--- config.mk ---
export PLATFORM = sky130hd
export DESIGN_NAME = pkt_rx_pack_flat
export DESIGN_NICKNAME = d
export VERILOG_FILES = /design/src/rtl/pkt_pkg.sv /design/src/rtl/pkt_rx_pack_if.sv /design/src/rtl/pkt_rx_pack.sv /design/src/flat_wrapper.sv
export SDC_FILE = /design/constraint.sdc
export NUM_CORES = 1
export LEC_CHECK = 0
export ABC_AREA = 1
export BUFFER_PORTS_ARGS = -buffer_cell sky130_fd_sc_hd__buf_2
export CORE_MARGIN = 2
export CORE_UTILIZATION = 55
export CTS_BUF_LIST = sky130_fd_sc_hd__clkbuf_4
export DETAILED_ROUTE_END_ITERATION = 6
export HOLD_SLACK_MARGIN = 0.03
export MAX_ROUTING_LAYER = met4
export PLACE_DENSITY = 0.71
export REMOVE_ABC_BUFFERS = 1
export SLEW_MARGIN = 20
export SYNTH_ARGS = -nofsm -noshare
export SYNTH_HDL_FRONTEND = slang
export SYNTH_SLANG_ARGS = --single-unit
--- constraint.sdc ---
create_clock -name clk -period 34.7 [get_ports clk]
set_clock_uncertainty 0.15 [all_clocks]
set_input_delay 1.735 -clock clk [delete_from_list [all_inputs] [get_ports clk]]
set_output_delay 1.735 -clock clk [all_outputs]
set_load 0.05 [all_outputs]
--- src/rtl/pkt_pkg.sv ---
// Word layout and tag encodings for the 134-bit packet word shared with the packet processor.
package pkt_pkg;

    localparam int PKT_W   = 134;
    localparam int PAY_W   = 128;
    localparam int LEN_LSB = 128;
    localparam int TAG_LSB = 132;

    localparam logic [1:0] TAG_HEAD = 2'b01;
    localparam logic [1:0] TAG_BODY = 2'b11;
    localparam logic [1:0] TAG_TAIL = 2'b10;

    function automatic logic [PKT_W-1:0] mk_word(input logic [1:0] tag,
                                                 input logic [3:0] len,
                                                 input logic [PAY_W-1:0] pay);
        logic [PKT_W-1:0] w;
        w = '0;
        w[TAG_LSB +: 2]  = tag;
        w[LEN_LSB +: 4]  = len;
        w[PAY_W-1:0]     = pay;
        return w;
    endfunction

endpackage

--- src/rtl/pkt_rx_pack_if.sv ---
// Byte-wide receive stream in, packed words and software counters out.
interface pkt_rx_pack_if;

    logic                     rx_valid;
    logic [7:0]               rx_data;
    logic                     rx_last;
    logic                     rx_err;
    logic                     data_out_valid;
    logic [pkt_pkg::PKT_W-1:0] data_out;
    logic [31:0]              pkt_cnt;
    logic [15:0]              drop_cnt;
    logic [15:0]              err_cnt;

    modport master (
        output rx_valid, rx_data, rx_last, rx_err,
        input  data_out_valid, data_out, pkt_cnt, drop_cnt, err_cnt
    );

    modport slave (
        input  rx_valid, rx_data, rx_last, rx_err,
        output data_out_valid, data_out, pkt_cnt, drop_cnt, err_cnt
    );

endinterface

--- src/rtl/pkt_rx_pack.sv ---
// Packs a byte stream into head/body/tail words; drops runts and frames gone bad before the head leaves.
// Words leave one cycle after the byte completing the next word (tail one cycle later); no backpressure.
module pkt_rx_pack
    import pkt_pkg::*;
(
    input  logic          clk,
    input  logic          rst,
    pkt_rx_pack_if.slave  bus
);

    logic [PAY_W-1:0] acc_q,  acc_d;
    logic [PAY_W-1:0] hold_q, hold_d;
    logic [PAY_W-1:0] tail_q, tail_d;
    logic [3:0]       idx_q, idx_d;
    logic [3:0]       tail_len_q, tail_len_d;
    logic             hold_v_q, hold_v_d;
    logic             hold_first_q, hold_first_d;
    logic             tail_v_q, tail_v_d;
    logic             tail_bad_q, tail_bad_d;
    logic             bad_q, bad_d;
    logic             head_sent_q, head_sent_d;
    logic             out_vld_q, out_vld_d;
    logic [PKT_W-1:0] out_dat_q, out_dat_d;
    logic [31:0]      pkt_cnt_q, pkt_cnt_d;
    logic [15:0]      drop_cnt_q, drop_cnt_d;
    logic [15:0]      err_cnt_q, err_cnt_d;

    logic [PAY_W-1:0] word;
    logic [6:0]       pos;
    logic             bad_now;
    logic             word_done;

    always_comb begin
        acc_d        = acc_q;
        hold_d       = hold_q;
        tail_d       = tail_q;
        idx_d        = idx_q;
        tail_len_d   = tail_len_q;
        hold_v_d     = hold_v_q;
        hold_first_d = hold_first_q;
        tail_v_d     = tail_v_q;
        tail_bad_d   = tail_bad_q;
        bad_d        = bad_q;
        head_sent_d  = head_sent_q;
        out_vld_d    = 1'b0;
        out_dat_d    = '0;
        pkt_cnt_d    = pkt_cnt_q;
        drop_cnt_d   = drop_cnt_q;
        err_cnt_d    = err_cnt_q;

        // Byte i of the word lands at bit 8*(15-i); the accumulator is zero at index 0,
        // so short tails come out zero-padded.
        pos       = {~idx_q, 3'b000};
        word      = acc_q | ({120'd0, bus.rx_data} << pos);
        bad_now   = bad_q | (bus.rx_valid & bus.rx_err);
        word_done = bus.rx_valid & (bus.rx_last | (idx_q == 4'hf));

        if (tail_v_q) begin
            out_vld_d = 1'b1;
            out_dat_d = mk_word(TAG_TAIL, tail_len_q, tail_q);
            tail_v_d  = 1'b0;
            if (pkt_cnt_q != '1)
                pkt_cnt_d = pkt_cnt_q + 32'd1;
            if (tail_bad_q && err_cnt_q != '1)
                err_cnt_d = err_cnt_q + 16'd1;
        end

        if (bus.rx_valid && !word_done) begin
            acc_d = word;
            idx_d = idx_q + 4'd1;
            bad_d = bad_now;
        end else if (word_done) begin
            acc_d = '0;
            idx_d = '0;
            bad_d = bad_now;
            if (bad_now && !head_sent_q) begin
                // Frame is lost before anything left: suppress output, count at frame end.
                if (bus.rx_last && drop_cnt_q != '1)
                    drop_cnt_d = drop_cnt_q + 16'd1;
            end else if (!bus.rx_last) begin
                if (hold_v_q) begin
                    out_vld_d   = 1'b1;
                    out_dat_d   = mk_word(hold_first_q ? TAG_HEAD : TAG_BODY, 4'hf, hold_q);
                    head_sent_d = 1'b1;
                end
                hold_d       = word;
                hold_v_d     = 1'b1;
                hold_first_d = !hold_v_q;
            end else if (hold_v_q) begin
                out_vld_d  = 1'b1;
                out_dat_d  = mk_word(hold_first_q ? TAG_HEAD : TAG_BODY, 4'hf, hold_q);
                tail_d     = word;
                tail_v_d   = 1'b1;
                tail_len_d = idx_q;
                tail_bad_d = bad_now;
            end else if (drop_cnt_q != '1) begin
                drop_cnt_d = drop_cnt_q + 16'd1;
            end

            if (bus.rx_last) begin
                hold_v_d    = 1'b0;
                head_sent_d = 1'b0;
                bad_d       = 1'b0;
            end
        end
    end

    always_ff @(posedge clk or posedge rst) begin
        if (rst) begin
            acc_q        <= '0;
            hold_q       <= '0;
            tail_q       <= '0;
            idx_q        <= '0;
            tail_len_q   <= '0;
            hold_v_q     <= 1'b0;
            hold_first_q <= 1'b0;
            tail_v_q     <= 1'b0;
            tail_bad_q   <= 1'b0;
            bad_q        <= 1'b0;
            head_sent_q  <= 1'b0;
            out_vld_q    <= 1'b0;
            out_dat_q    <= '0;
            pkt_cnt_q    <= '0;
            drop_cnt_q   <= '0;
            err_cnt_q    <= '0;
        end else begin
            acc_q        <= acc_d;
            hold_q       <= hold_d;
            tail_q       <= tail_d;
            idx_q        <= idx_d;
            tail_len_q   <= tail_len_d;
            hold_v_q     <= hold_v_d;
            hold_first_q <= hold_first_d;
            tail_v_q     <= tail_v_d;
            tail_bad_q   <= tail_bad_d;
            bad_q        <= bad_d;
            head_sent_q  <= head_sent_d;
            out_vld_q    <= out_vld_d;
            out_dat_q    <= out_dat_d;
            pkt_cnt_q    <= pkt_cnt_d;
            drop_cnt_q   <= drop_cnt_d;
            err_cnt_q    <= err_cnt_d;
        end
    end

    assign bus.data_out_valid = out_vld_q;
    assign bus.data_out       = out_dat_q;
    assign bus.pkt_cnt        = pkt_cnt_q;
    assign bus.drop_cnt       = drop_cnt_q;
    assign bus.err_cnt        = err_cnt_q;

endmodule
--- src/flat_wrapper.sv ---
// flat-port wrapper written by rule: the top's interface ports become plain ports
module pkt_rx_pack_flat import pkt_pkg::*;
  (clk, rst, bus_rx_valid, bus_rx_data, bus_rx_last, bus_rx_err, bus_data_out_valid, bus_data_out, bus_pkt_cnt, bus_drop_cnt, bus_err_cnt);
  pkt_rx_pack_if bus_i ();
  input  logic clk;
  input  logic rst;
  input wire logic [$bits(bus_i.rx_valid)-1:0] bus_rx_valid;
  input wire logic [$bits(bus_i.rx_data)-1:0] bus_rx_data;
  input wire logic [$bits(bus_i.rx_last)-1:0] bus_rx_last;
  input wire logic [$bits(bus_i.rx_err)-1:0] bus_rx_err;
  output wire logic [$bits(bus_i.data_out_valid)-1:0] bus_data_out_valid;
  output wire logic [$bits(bus_i.data_out)-1:0] bus_data_out;
  output wire logic [$bits(bus_i.pkt_cnt)-1:0] bus_pkt_cnt;
  output wire logic [$bits(bus_i.drop_cnt)-1:0] bus_drop_cnt;
  output wire logic [$bits(bus_i.err_cnt)-1:0] bus_err_cnt;
  assign bus_i.rx_valid = bus_rx_valid;
  assign bus_i.rx_data = bus_rx_data;
  assign bus_i.rx_last = bus_rx_last;
  assign bus_i.rx_err = bus_rx_err;
  assign bus_data_out_valid = bus_i.data_out_valid;
  assign bus_data_out = bus_i.data_out;
  assign bus_pkt_cnt = bus_i.pkt_cnt;
  assign bus_drop_cnt = bus_i.drop_cnt;
  assign bus_err_cnt = bus_i.err_cnt;
  pkt_rx_pack u_core (.clk(clk), .rst(rst), .bus(bus_i));
endmodule
==> run summary <==
The routability congestion estimate from global placement came out at 0.8908. Along the worst path, the maximum fanout reaches 68. The final layout contains 3169 nets. The run gives 153 as the CTS buffer count. The synthesized design spends more area on one cell type than any other, namely dfrtp_1.

Most instantiated flip-flop cell in the synthesis netlist: dfrtp_1. The most numerous cell type found on the critical path is nand2_1. After clock tree synthesis, the clock-pin slew on the worst setup and hold paths is 0.06 ns. The clock insertion delay at the later pin of the skew report was 0.99 ns; the cell leakage power was 15.63 nW. Relative to the synthesized area, the layout overhead comes to 11.51%. The largest buffer count on any clock path was 3; the number of H-tree levels was 4. The initial antenna violation count was 2. The worst setup path is of the input port to flip-flop kind. 212 I/O pins were placed.

The number of port buffers works out to 211. The first-pass GRT wire length was 103.4 mm; the initial standard-cell utilization of the core was 55.57%. CTS saw 597 sinks.

Cell with the largest stage delay on the worst path: nor2_8. The worst max-slew margin expressed relative to the limit was 21.72%; the multi-input gate area in the final layout was 0.008651 mm2. The worst setup path is captured at a flip-flop. Per-cell via count in the routed design: 5.335. Data on the critical path is required at its endpoint by 35.41 ns.

Entering global routing, the biggest net connects 169 pins. The post-route fraction of the period consumed by the critical path is 11.34%, and the slew at the pin with the worst max-slew slack is 1.173 ns. In the final layout, the share of cells above drive strength 1 is 15.24%. The die is 220.7 um tall.

The die is 220.7 um wide. CTS root buffer: clkbuf_4. Yosys attributes the largest share of cell area to dfrtp_1 58%, nand2_1 13%, inv_1 5.0%, o21ai_0 4.1%, o211ai_1 3.1%. Yosys mapped a number of flops with a built-in enable equal to 0. For the via count of the first global-routing pass, the log shows 20058. The DRC violations left was 0. The cell family contributing the most delay on the critical path is buffers and inverters.

Each instance of the synthesized netlist takes up on average 8.817 um2. Summing the sequential cell areas from Yosys gives 57.87% of the chip area. Of all flip-flops after synthesis, the portion carrying an async set or reset was 100.0%. TritonCTS built the clock tree. Global routing used 27.91% of the available tracks across all layers.

During synthesis, Yosys emitted a total of 0 warnings. Instance count on the critical path: 7. The tools report the critical path arrival as 4.64 ns. The total buffers and inverters traversed by the critical path works out to 3. The floorplan step defined a die boundary enclosing 0.04869 mm2.

In this run the power density over the cells is 54.64 mW/mm2. The setup violation total in the final timing report was 0; the worst stage delay on the critical path was 0.65 ns. Max-cap violations in this run came to 0. Setup repair after global routing left no endpoint under its margin. For flop-to-flop paths, the worst setup slack is 30.80 ns. For this run, the detailed router's first-pass iteration total came to 6. The flow ran to the end, and the final reports show no timing, DRC or antenna violations.

The post-synthesis register bit count came out at 597. In the final routed layout, each cell accounts on average for 16.62 um. The number of cells on the worst reg-to-reg path is 9.

The detailed router finished its first iteration with 1747 violations. Wires add up to 64.17 mm. In the final layout, flip-flops and latches occupy 0.01495 mm2. The logs give 0 for the final-report hold violation count and 37.75 mm for the HPWL after detailed placement. Synthesis produced a netlist whose cell count is 2928. The routed layout has 20592 vias.

For the number of slew-limit violations in the final report, the log shows 0. Post-CTS repair timing setup buffer count: 0. The non-filler instance count after layout came out at 3860.

The share of the core filled with cells in the final layout was 61.97%. The path type of the worst min-delay path was flip-flop to flip-flop. In this run the remaining antenna-violating nets after routing total 0. After layout, the minimum clock period comes to 3.934 ns. The initialized floorplan defines 79 standard-cell rows. Along the worst hold path, the cell count comes to 2. The worst-case IR drop observed on VDD is 0.03588 mV.

The run gives 0 ns as the final setup TNS. The combined area of all synthesized cells was 0.02582 mm2; the filler cell count was 3980. Gates resized during post-CTS repair numbered 0. Static timing analysis puts the maximum clock frequency at 254.2 MHz. The sort of element at the start of the critical path is an input port.

The number of placed instances, taps included is 3604. The number of distinct library cells after synthesis is 33. Traced cell by cell, the critical path runs through buf_4 -> nand2_1 -> nor2_8 -> inv_4 -> buf_4 -> nand2_1 -> nand2_1. After synthesis, the largest area contributor takes up 57.87% of total cell area. Summed over all layers, the global routing overflow is 0. The post-cts hold buffer count is 0. The total area inside the core boundary comes to 0.04646 mm2.
## path summary, 6_finish.rpt
path                                                     from                                  to
worst max register to register    u_core.idx_q[3]$_DFFE_PP0P_   u_core.bus.data_out[77]$_DFF_PP0_
max in group asynchronous                                 rst           u_core.tail_v_q$_DFF_PP0_
worst min register to register  u_core.tail_q[43]$_DFFE_PP0P_       u_core.tail_q[43]$_DFFE_PP0P_
worst min-delay path            u_core.tail_q[43]$_DFFE_PP0P_       u_core.tail_q[43]$_DFFE_PP0P_
worst max-delay path                             bus_rx_valid       u_core.tail_q[92]$_DFFE_PP0P_
min in group asynchronous                                 rst  u_core.bus.data_out[121]$_DFF_PP0_
## final cells by class
cell class / count / share of cell area (%)
sequential: 597 / 51.92
clock buffer: 228 / 5.945
inverter: 349 / 4.624
clock inverter: 22 / 0.4955
antenna: 6 / 0.05215
multi-input combinational: 1823 / 30.05
timing repair buffer: 228 / 4.272
tap: 607 / 2.638
## layer usage
metal	track usage (%)	wire length [um]	share of wire, %
met1	37.81	28830	45
met2	41.81	29730	46
met3	5.595	3828	6.0
met4	10.69	1789	2.8
met5	-	0	0
## cells in the mapped netlist (all sizes together) (12+ instances only)
| library cell | n |
|---|---|
| o211ai | 108 |
| a21oi | 84 |
| o21bai | 108 |
| buf | 112 |
| o21ai | 272 |
| xor2 | 23 |
| dfrtp | 597 |
| xnor2 | 12 |
| clkbuf | 47 |
| nand2 | 921 |
| nor2 | 137 |
| inv | 349 |
| nand3 | 133 |
## worst reg2reg max path: cells and delay by family, from the launching register on
| kind | cells | cell delay, ns |
|---|---|---|
| AO/OA/AOI/OAI | 1 | 0.13 |
| buffers and inverters | 3 | 1.89 |
| flip-flops | 1 | 0.81 |
| AND/OR/NAND/NOR | 5 | 0.80 |
## kinds of logic (layout without fill, tap and decap cells)
logic type               after synthesis  count (layout)  synth area share, %
AND/OR/NAND/NOR                     1210            1210                18.84
flip-flops                           597             597                57.87
AO/OA/AOI/OAI                        574             574                13.25
buffers and inverters                508             827                8.656
XOR/XNOR                              35              35                1.187
adder cells (fa/ha/maj)                4               4               0.1939
other                                  0               6                    0
## registers in the layout, summed over array words and instances (netlist names), 4 cells and up
signal               flops
u_core.acc_q           128
u_core.bus.data_out    134
u_core.bus.drop_cnt     16
u_core.bus.err_cnt      16
u_core.bus.pkt_cnt      32
u_core.hold_q          128
u_core.idx_q             4
u_core.tail_len_q        4
u_core.tail_q          128
## metrics by stage
| step | hold WS (ns) | area (um2) | total power (W) | worst slack [ns] |
|---|---|---|---|---|
| finish | 0.3190 | 28790 | 0.001573 | 30.77 |
| global route | 0.3337 | 28780 | 0.001656 | 30.53 |
| CTS | 0.3222 | 28760 | 0.001589 | 30.80 |
| detailed placement | 0.3086 | 26910 | 0.0009958 | 29.78 |
| global placement | 0.3027 | 26880 | 0.0009867 | 29.57 |
| floorplan | 0.2706 | 24900 | 0.0009296 | 16.11 |
## power by group
| group | internal (W) | switching (W) |
|---|---|---|
| clock network | 0.000311 | 0.000277 |
| registers | 0.000756 | 0.0000382 |
| logic | 0.0000454 | 0.000145 |
## layout by cell type (no fill, tap or decap), drive strengths merged, types with 12 or more instances in the layout
cell type    n
o21ai      272
a21oi       84
dfrtp      597
o211ai     108
xnor2       12
nor2       137
inv        351
nand2      921
clkbuf     228
xor2        23
nand3      133
buf        228
clkinv      17
o21bai     108
Note: power is estimated with default switching activity, not from simulation.
